**src/rtl/serial_cmd_master.sv**
```systemverilog
`default_nettype none
// +--------------------------------------------------------------------------+
// | serial_cmd_master: serial command initiator, UART tx of op+args, rx reply |
// | Revision: 1.0                                                            |
// +--------------------------------------------------------------------------+
module serial_cmd_master #(
   parameter int MAXREPLY       = 32,
   parameter int TIMEOUT_CYCLES = 1000000
) (
   input  logic                  clk,
   input  logic                  reset,
   input  logic                  cmd_valid,
   output logic                  cmd_ready,
   input  logic [7:0]            cmd_op,
   input  logic [2:0]            cmd_nargs,
   input  logic [31:0]           cmd_args,
   input  logic [5:0]            cmd_nreply,
   input  logic                  txBusy,
   output logic                  txStart,
   output logic [7:0]            txData,
   input  logic                  rxReady,
   input  logic [7:0]            rxData,
   output logic                  reply_valid,
   output logic [8*MAXREPLY-1:0] reply_data,
   output logic [5:0]            reply_count,
   output logic                  timeout_err,
   output logic                  busy
);

   localparam int CW = $clog2(TIMEOUT_CYCLES + 1);
   // Loaded one short so expiry lands exactly TIMEOUT_CYCLES after the reload.
   localparam logic [CW-1:0] C_TMO_LOAD = CW'(TIMEOUT_CYCLES - 1);

   typedef enum logic [2:0] {
      IDLE    = 3'd0,
      TX_WAIT = 3'd1,
      TX_GAP  = 3'd2,
      RX_WAIT = 3'd3,
      DONE    = 3'd4
   } state_t;

   state_t          state, state_nxt;
   logic [7:0]      r_op;
   logic [31:0]     r_args;
   logic [2:0]      r_nargs;
   logic [5:0]      r_nreply;
   logic [2:0]      r_idx;
   logic [CW-1:0]   r_tmo_cnt;

   logic            w_accept;
   logic            w_rx_take;
   logic            w_expire;
   logic            w_more_bytes;
   logic [7:0]      w_cur_byte;
   logic [2:0]      w_nargs_cl;
   logic [5:0]      w_nreply_cl;

   assign w_nargs_cl   = (cmd_nargs > 3'd4) ? 3'd4 : cmd_nargs;
   assign w_nreply_cl  = (cmd_nreply > 6'(MAXREPLY)) ? 6'(MAXREPLY) : cmd_nreply;
   assign w_more_bytes = (r_idx < r_nargs);
   assign busy         = (state != IDLE);

   always_comb begin
      case (r_idx)
         3'd0:    w_cur_byte = r_op;
         3'd1:    w_cur_byte = r_args[7:0];
         3'd2:    w_cur_byte = r_args[15:8];
         3'd3:    w_cur_byte = r_args[23:16];
         3'd4:    w_cur_byte = r_args[31:24];
         default: w_cur_byte = 8'h00;
      endcase
   end

   always_ff @(posedge clk or posedge reset) begin
      if (reset) begin
         state <= IDLE;
      end else begin
         state <= state_nxt;
      end
   end

   always_comb begin
      state_nxt   = state;
      w_accept    = 1'b0;
      w_rx_take   = 1'b0;
      w_expire    = 1'b0;
      cmd_ready   = 1'b0;
      txStart     = 1'b0;
      txData      = 8'h00;
      reply_valid = 1'b0;
      case (state)
         IDLE: begin
            cmd_ready = 1'b1;
            if (cmd_valid) begin
               w_accept  = 1'b1;
               state_nxt = TX_WAIT;
            end
         end
         TX_WAIT: begin
            txData = w_cur_byte;
            if (!txBusy) begin
               txStart   = 1'b1;
               state_nxt = TX_GAP;
            end
         end
         TX_GAP: begin
            if (w_more_bytes) begin
               state_nxt = TX_WAIT;
            end else if (r_nreply == 6'd0) begin
               state_nxt = DONE;
            end else begin
               state_nxt = RX_WAIT;
            end
         end
         RX_WAIT: begin
            // A byte arriving on the expiry cycle wins over the timeout.
            if (rxReady) begin
               w_rx_take = 1'b1;
               if (reply_count + 6'd1 == r_nreply) begin
                  state_nxt = DONE;
               end
            end else if (r_tmo_cnt <= CW'(1)) begin
               w_expire  = 1'b1;
               state_nxt = DONE;
            end
         end
         DONE: begin
            reply_valid = 1'b1;
            state_nxt   = IDLE;
         end
         default: state_nxt = IDLE;
      endcase
   end

   always_ff @(posedge clk or posedge reset) begin
      if (reset) begin
         r_op        <= 8'h00;
         r_args      <= 32'h0;
         r_nargs     <= 3'd0;
         r_nreply    <= 6'd0;
         r_idx       <= 3'd0;
         r_tmo_cnt   <= '0;
         reply_data  <= '0;
         reply_count <= 6'd0;
         timeout_err <= 1'b0;
      end else begin
         if (w_accept) begin
            r_op        <= cmd_op;
            r_args      <= cmd_args;
            r_nargs     <= w_nargs_cl;
            r_nreply    <= w_nreply_cl;
            r_idx       <= 3'd0;
            reply_data  <= '0;
            reply_count <= 6'd0;
            timeout_err <= 1'b0;
         end
         if (state == TX_GAP) begin
            if (w_more_bytes) begin
               r_idx <= r_idx + 3'd1;
            end else begin
               r_tmo_cnt <= C_TMO_LOAD;
            end
         end
         if (w_rx_take) begin
            for (int k = 0; k < MAXREPLY; k++) begin
               if (reply_count == 6'(k)) begin
                  reply_data[8*k +: 8] <= rxData;
               end
            end
            reply_count <= reply_count + 6'd1;
            r_tmo_cnt   <= C_TMO_LOAD;
         end else if (state == RX_WAIT) begin
            if (w_expire) begin
               timeout_err <= 1'b1;
            end else begin
               r_tmo_cnt <= r_tmo_cnt - CW'(1);
            end
         end
      end
   end

endmodule
`default_nettype wire
```
**config.mk**
```make
export PLATFORM = sky130hd
export DESIGN_NAME = serial_cmd_master
export DESIGN_NICKNAME = d
export VERILOG_FILES = /design/src/rtl/serial_cmd_master.sv
export SDC_FILE = /design/constraint.sdc
export NUM_CORES = 1
export LEC_CHECK = 0
export ABC_AREA = 1
export CORE_MARGIN = 2
export CORE_UTILIZATION = 34
export DETAILED_ROUTE_END_ITERATION = 10
export PLACE_DENSITY = 0.68
export SYNTH_ARGS = -nofsm -noshare
export SYNTH_HDL_FRONTEND = slang
export SYNTH_SLANG_ARGS = --single-unit
```
**constraint.sdc**
```tcl
create_clock -name clk -period 16.96 [get_ports clk]
set_input_delay 3.392 -clock clk [delete_from_list [all_inputs] [get_ports clk]]
set_output_delay 3.392 -clock clk [all_outputs]
set_load 0.1 [all_outputs]
```
### After elaboration in Yosys (flattened, before gate mapping)

Cells that the tools add are included.

| word-level totals | value |
|---|---|
| bits in registers | 338 |
| output and inout port bits | 275 |

| cells by class | value |
|---|---|
| $add $sub $neg | 3 |
| order comparisons | 4 |
| multiplexer cells | 71 |
| reduce and logical (&&, ||, !) cells | 7 |
| equality and inequality tests | 44 |

Operator list:

| cell | number |
|---|---|
| 256-bit two-way mux | 2 |
| 8-bit two-way mux | 33 |
| 20-bit two-way mux | 5 |
| 6-bit by 5-bit == test with 1-bit output (second input constant) | 16 |
| 6-bit by 4-bit == test with 1-bit output (second input constant) | 8 |
| 8-bit case mux with 5 select lines | 1 |
| 3-bit two-way mux | 11 |
| 6-bit by 3-bit == test with 1-bit output (second input constant) | 4 |
| 20-bit by 1-bit <= comparator with 1-bit output (second input constant) | 1 |
| 20-bit by 1-bit subtractor with 20-bit output (second input constant) | 1 |
| 6-bit two-way mux | 3 |
| 1-bit two-way mux | 15 |
| 3-bit by 2-bit == test with 1-bit output (second input constant) | 4 |
| 6-bit by 2-bit == test with 1-bit output (second input constant) | 2 |
| 6-bit logical NOT | 2 |
| 3-bit case mux with 4 select lines | 1 |
| 6-bit by 1-bit adder with 6-bit output (second input constant) | 1 |
| 3-bit by 1-bit == test with 1-bit output (second input constant) | 2 |
| 3-bit == test (second input constant) | 2 |
| 6-bit by 1-bit == test with 1-bit output (second input constant) | 1 |
| 6-bit == test | 1 |
| 6-bit greater-than comparator (second input constant) | 1 |
| 3-bit logical NOT | 2 |
| 3-bit != test (second input constant) | 2 |
| other kinds (7) | 8 |

### Logic depth before layout (Yosys ltp)

| depth | value |
|---|---|
| word-level depth | 7 |
| gate-level depth with buffers | 13 |
| depth with buffers taken out | 13 |

### Worst setup path after synthesis

No wires, ideal clock.

| timing | value |
|---|---|
| path type | input to output |
| from | input port txBusy |
| to | output port txStart |
| stages | 1 |
| arrival time | 4.645 ns |
| buffers on the path | 0 |
| slack | 8.923 ns |
| path through | nor2_1 |

| on the way | value |
|---|---|
| word-level cells in the longest chain between the ends | 2 |

Ends and longest elaborated chain:

| item | RTL line | source |
|---|---|---|
| start, declared | 18 | `input logic txBusy,` |
| 1-bit two-way mux | 101 | `if (!txBusy) begin` |
| 1-bit two-way mux | 91 | `case (state)` |
| end, declared | 19 | `output logic txStart,` |

No other way between the ends.

### Worst setup path in the final report

Ends and elaborated chain as after synthesis.

==> flow_summary.html <==
<table>
<tr><th>Metric</th><th>Value</th></tr>
<tr><th colspan="2">Floorplan</th></tr>
<tr><td>Die Height</td><td>208.0 µm</td></tr>
<tr><td>Floorplan Core Area</td><td>40920 µm²</td></tr>
<tr><td>Die width</td><td>208.0 µm</td></tr>
<tr><td>Area of the die</td><td>43250 µm²</td></tr>
<tr><td>Starting density of the core</td><td>0.3457</td></tr>
<tr><td>Count of pins on the block boundary</td><td>337</td></tr>
<tr><td>Number of core rows</td><td>74</td></tr>
<tr><th colspan="2">Placement</th></tr>
<tr><td>Placed Instances</td><td>2263</td></tr>
<tr><td>Count of buffers inserted at the top-level ports</td><td>336</td></tr>
<tr><td>Final weighted congestion in routability-driven placement</td><td>0.8124</td></tr>
<tr><td>Post-DP HPWL</td><td>29700 µm</td></tr>
<tr><th colspan="2">Run</th></tr>
<tr><td>Max-cap violations</td><td>0</td></tr>
<tr><th colspan="2">Timing</th></tr>
<tr><td>Skew final</td><td>24.37 ps</td></tr>
<tr><td>Final setup violation count</td><td>0</td></tr>
<tr><td>Slew @ Worst Pin</td><td>1356 ps</td></tr>
<tr><td>Slew HR</td><td>0.09625</td></tr>
<tr><td>Count of pins over their slew limit</td><td>0</td></tr>
<tr><td>F_max</td><td>0.1175 GHz</td></tr>
<tr><td>Final-report hold violation count</td><td>0</td></tr>
<tr><td>Unrepaired setup endpoints after global routing</td><td>false</td></tr>
<tr><td>Final worst-path cycle share</td><td>0.5018</td></tr>
<tr><td>Final worst path period need</td><td>8510 ps</td></tr>
<tr><td>Setup TNS</td><td>0 ps</td></tr>
<tr><th colspan="2">Finish</th></tr>
<tr><td>Number of standard cells in the layout, taps in and fillers out</td><td>2332</td></tr>
<tr><td>Final #Nets</td><td>1847</td></tr>
<tr><td>Most frequent standard cell in the layout excluding fill and tap cells</td><td>sky130_fd_sc_hd__dfrtp_1</td></tr>
<tr><td>Area overhead of the layout relative to synthesis</td><td>34.77%</td></tr>
<tr><td>Layout cell share with drive strength beyond 1</td><td>0.05670</td></tr>
<tr><td>Commonest non-fill, non-tap cells in the layout</td><td>sky130_fd_sc_hd__dfrtp_1 (338), sky130_fd_sc_hd__clkdlybuf4s50_1 (336), sky130_fd_sc_hd__nand3_1 (310)</td></tr>
<tr><th colspan="2">Routing</th></tr>
<tr><td>Detailed Route Iter0 Violations</td><td>904</td></tr>
<tr><td>Antenna-violating nets left</td><td>0</td></tr>
<tr><td>Via count</td><td>12060</td></tr>
<tr><td>Routed length on met2</td><td>21350 µm</td></tr>
<tr><td>First drt pass iteration count</td><td>5</td></tr>
<tr><td>Routed Wire Length</td><td>45240 µm</td></tr>
<tr><td>Post-DR vias/cell</td><td>5.171</td></tr>
<tr><td>Number of DRC violations after detailed routing</td><td>0</td></tr>
<tr><td>Routed wire per std cell</td><td>19.40 µm</td></tr>
<tr><td>Met1 routed wirelength after detailed routing</td><td>19640 µm</td></tr>
<tr><td>Uppermost metal layer occupied by signal nets</td><td>met5</td></tr>
<tr><td>Detail Route met3 WL</td><td>3035 µm</td></tr>
<tr><th colspan="2">Worst setup path</th></tr>
<tr><td>Reg2reg path depth</td><td>9</td></tr>
<tr><td>Critical register-to-register path startpoint</td><td>state[0]$_DFFE_PP0P_</td></tr>
<tr><td>Worst setup path class</td><td>input pin to primary output</td></tr>
<tr><td>Max FO, Critical Path</td><td>2</td></tr>
<tr><td>Arr. time, crit path</td><td>5120 ps</td></tr>
<tr><td>Endpoint of the most critical register-to-register path</td><td>r_args[2]$_DFFE_PP0P_</td></tr>
<tr><td>Worst reg-to-reg setup slack</td><td>13490 ps</td></tr>
<tr><td>CP endpoint kind</td><td>primary output</td></tr>
<tr><td>CP Data Required Time</td><td>13570 ps</td></tr>
<tr><td>Kind of start point of the critical path</td><td>input pin</td></tr>
<tr><th colspan="2">Logic synthesis</th></tr>
<tr><td>Synth warn</td><td>0</td></tr>
<tr><td>Area of the mapped netlist</td><td>14150 µm²</td></tr>
<tr><td>Number of synthesized register bits</td><td>338</td></tr>
<tr><td>Fraction of synthesis flops using an asynchronous set or reset pin</td><td>1.000</td></tr>
<tr><td>Most used DFF post-synth</td><td>sky130_fd_sc_hd__dfrtp_1</td></tr>
<tr><td>Sequential-to-total area share from yosys stat</td><td>0.5979</td></tr>
<tr><td>Count of flip-flops with a built-in enable after synthesis</td><td>0</td></tr>
<tr><td>Post-synthesis net count</td><td>1564</td></tr>
<tr><td>Cells after Synth</td><td>1489</td></tr>
<tr><td>Yosys cell types</td><td>34</td></tr>
<tr><td>Post-synthesis area per instance</td><td>9.500 µm²</td></tr>
<tr><th colspan="2">CTS</th></tr>
<tr><td>Post-CTS setup-driven buffer insertion count</td><td>0</td></tr>
<tr><td>Clock network latency to the later pin of the worst-skew pair</td><td>560 ps</td></tr>
<tr><td>Clock slew at the register clock pins of the worst setup and hold paths</td><td>60 ps</td></tr>
<tr><td>Sink count of the clock tree</td><td>338</td></tr>
<tr><td>Clock root buffer</td><td>sky130_fd_sc_hd__clkbuf_16</td></tr>
<tr><td>Total clock buffers created by CTS</td><td>39</td></tr>
<tr><td>CTS H-tree lvls</td><td>2</td></tr>
<tr><td>Clk buf depth</td><td>3</td></tr>
<tr><td>TritonCTS clock tree</td><td>yes</td></tr>
<tr><td>Cts repair resizes</td><td>0</td></tr>
<tr><td>Hold-fix buffers at CTS</td><td>0</td></tr>
<tr><th colspan="2">GRT</th></tr>
<tr><td>Number of antenna violations at the first check in global routing</td><td>1</td></tr>
<tr><td>Maximum number of pins on one net before global-route repair</td><td>219</td></tr>
<tr><td>Global-route wire length before repair</td><td>69990 µm</td></tr>
<tr><td>Via count of the first global-routing pass</td><td>11710</td></tr>
<tr><td>GR Util All Layers</td><td>0.2056</td></tr>
<tr><td>GR Overflow Total</td><td>0</td></tr>
<tr><th colspan="2">Run status</th></tr>
<tr><td>Result of the run</td><td>complete, no violations</td></tr>
<tr><th colspan="2">Min path</th></tr>
<tr><td>Launch point of the worst hold path</td><td>r_args[18]$_DFFE_PP0P_</td></tr>
<tr><td>Hold crit path type</td><td>flip-flop to flip-flop</td></tr>
<tr><td>Endpoint of the worst hold-timing path</td><td>r_args[18]$_DFFE_PP0P_</td></tr>
<tr><td>Cell depth of the worst min-delay path</td><td>2</td></tr>
<tr><th colspan="2">Power and ir drop</th></tr>
<tr><td>Maximum vdd drop</td><td>0.00009691 V</td></tr>
<tr><td>Pleak</td><td>8.493 nW</td></tr>
<tr><td>Power Dens Cells</td><td>133.7 nW/µm²</td></tr>
<tr><td>Final Power</td><td>2.548 mW</td></tr>
</table>
==> power by group <==
group | internal (mW) | switching [mW] | leakage, nW | total (mW)
clock | 0.495 | 0.342 | 0.620 | 0.837
sequential | 0.900 | 0.0641 | 4.59 | 0.964
combinational | 0.183 | 0.564 | 3.28 | 0.747
total | 1.58 | 0.970 | 8.49 | 2.55
==> worst max-delay path, cell delays in order <==
cell,delay [ps]
sky130_fd_sc_hd__clkdlybuf4s50_1,440
sky130_fd_sc_hd__nor2_1,110
sky130_fd_sc_hd__clkdlybuf4s50_1,1160
==> sequential cells by signal, summed over array words and instances, names as in the netlist <==
register,cells
r_idx,3
r_op,8
r_args,32
r_nreply,6
r_nargs,3
r_tmo_cnt,20
reply_data,256
reply_count,6
timeout_err,1
state,3
==> layer usage <==
| metal | global-route usage | up-vias |
|---|---|---|
| met5 | 0 | - |
| met3 | 0.05238 | 73 |
| li1 | - | 5657 |
| met4 | 0.06701 | 2 |
| met1 | 0.2706 | 5966 |
| met2 | 0.3322 | 361 |
==> worst max path at each step <==
| stage | cells past startpoint | slack [ps] | startpoint | to |
|---|---|---|---|---|
| 5_1_grt | 3 | 8420 | txBusy | txStart |
| 6_report | 3 | 8450 | txBusy | txStart |
| 3_5_place_dp | 3 | 8440 | txBusy | txStart |
| 4_1_cts | 3 | 8440 | txBusy | txStart |
| 2_1_floorplan | 1 | 4200 | reset | r_args[0]$_DFFE_PP0P_ |
| 3_3_place_gp | 3 | 8460 | txBusy | txStart |
==> logic make-up (layout without fill, tap and decap cells) <==
kind of cell / Yosys count / in the layout / synth area share
adder cells (fa/ha/maj): 13 / 13 / 0.01150
AND/OR/NAND/NOR: 593 / 593 / 0.1960
XOR/XNOR: 10 / 10 / 0.006192
other: 0 / 1 / 0
buffers and inverters: 190 / 500 / 0.05838
AO/OA/AOI/OAI: 345 / 345 / 0.1300
flip-flops: 338 / 338 / 0.5979
==> metrics by stage <==
stage / area [µm²] / hold WS [ps] / setup WS [ps] / utilization
final: 19060 / 484.3 / 8450 / 0.4658
after global routing: 19060 / 505.3 / 8421 / 0.4658
after CTS: 19060 / 481.6 / 8438 / 0.4658
after detailed placement: 17790 / 465.7 / 8438 / 0.4348
after global placement: 17790 / 463.6 / 8459 / 0.4348
after floorplan: 14150 / 449.0 / 4201 / -
==> synth_stat cells, types with 2 or more instances <==
cell,number,share of area
sky130_fd_sc_hd__buf_1,25,0.0066
sky130_fd_sc_hd__a311oi_1,6,0.0037
sky130_fd_sc_hd__dfrtp_1,338,0.60
sky130_fd_sc_hd__xnor2_1,3,0.0019
sky130_fd_sc_hd__o22ai_1,12,0.0053
sky130_fd_sc_hd__nand2_4,10,0.0080
sky130_fd_sc_hd__clkbuf_1,57,0.015
sky130_fd_sc_hd__buf_6,10,0.0080
sky130_fd_sc_hd__o21ai_0,221,0.078
sky130_fd_sc_hd__a31oi_1,2,0.00088
sky130_fd_sc_hd__or2_2,2,0.00088
sky130_fd_sc_hd__a21oi_1,13,0.0046
sky130_fd_sc_hd__o21ai_1,72,0.025
sky130_fd_sc_hd__a32o_1,6,0.0042
sky130_fd_sc_hd__nand2_1,197,0.052
sky130_fd_sc_hd__buf_2,14,0.0050
sky130_fd_sc_hd__nand4_1,6,0.0027
sky130_fd_sc_hd__nor2_1,56,0.015
sky130_fd_sc_hd__nor3_1,6,0.0021
sky130_fd_sc_hd__nand3_1,310,0.11
sky130_fd_sc_hd__o21ai_2,8,0.0050
sky130_fd_sc_hd__ha_1,13,0.011
sky130_fd_sc_hd__xor2_1,7,0.0043
sky130_fd_sc_hd__nor3b_1,2,0.0011
sky130_fd_sc_hd__o211ai_1,5,0.0027
sky130_fd_sc_hd__inv_1,80,0.021
==> area by class of cell <==
class	instances	area, µm²
multi-input combinational	961	4870
tap	532	665.6
antenna	1	2.502
fill	3918	21860
clock inverter	14	146.4
inverter	82	317.8
clock buffer	54	1124
timing repair buffer	350	3481
sequential	338	8458
Note: power is estimated with default switching activity, not from simulation.
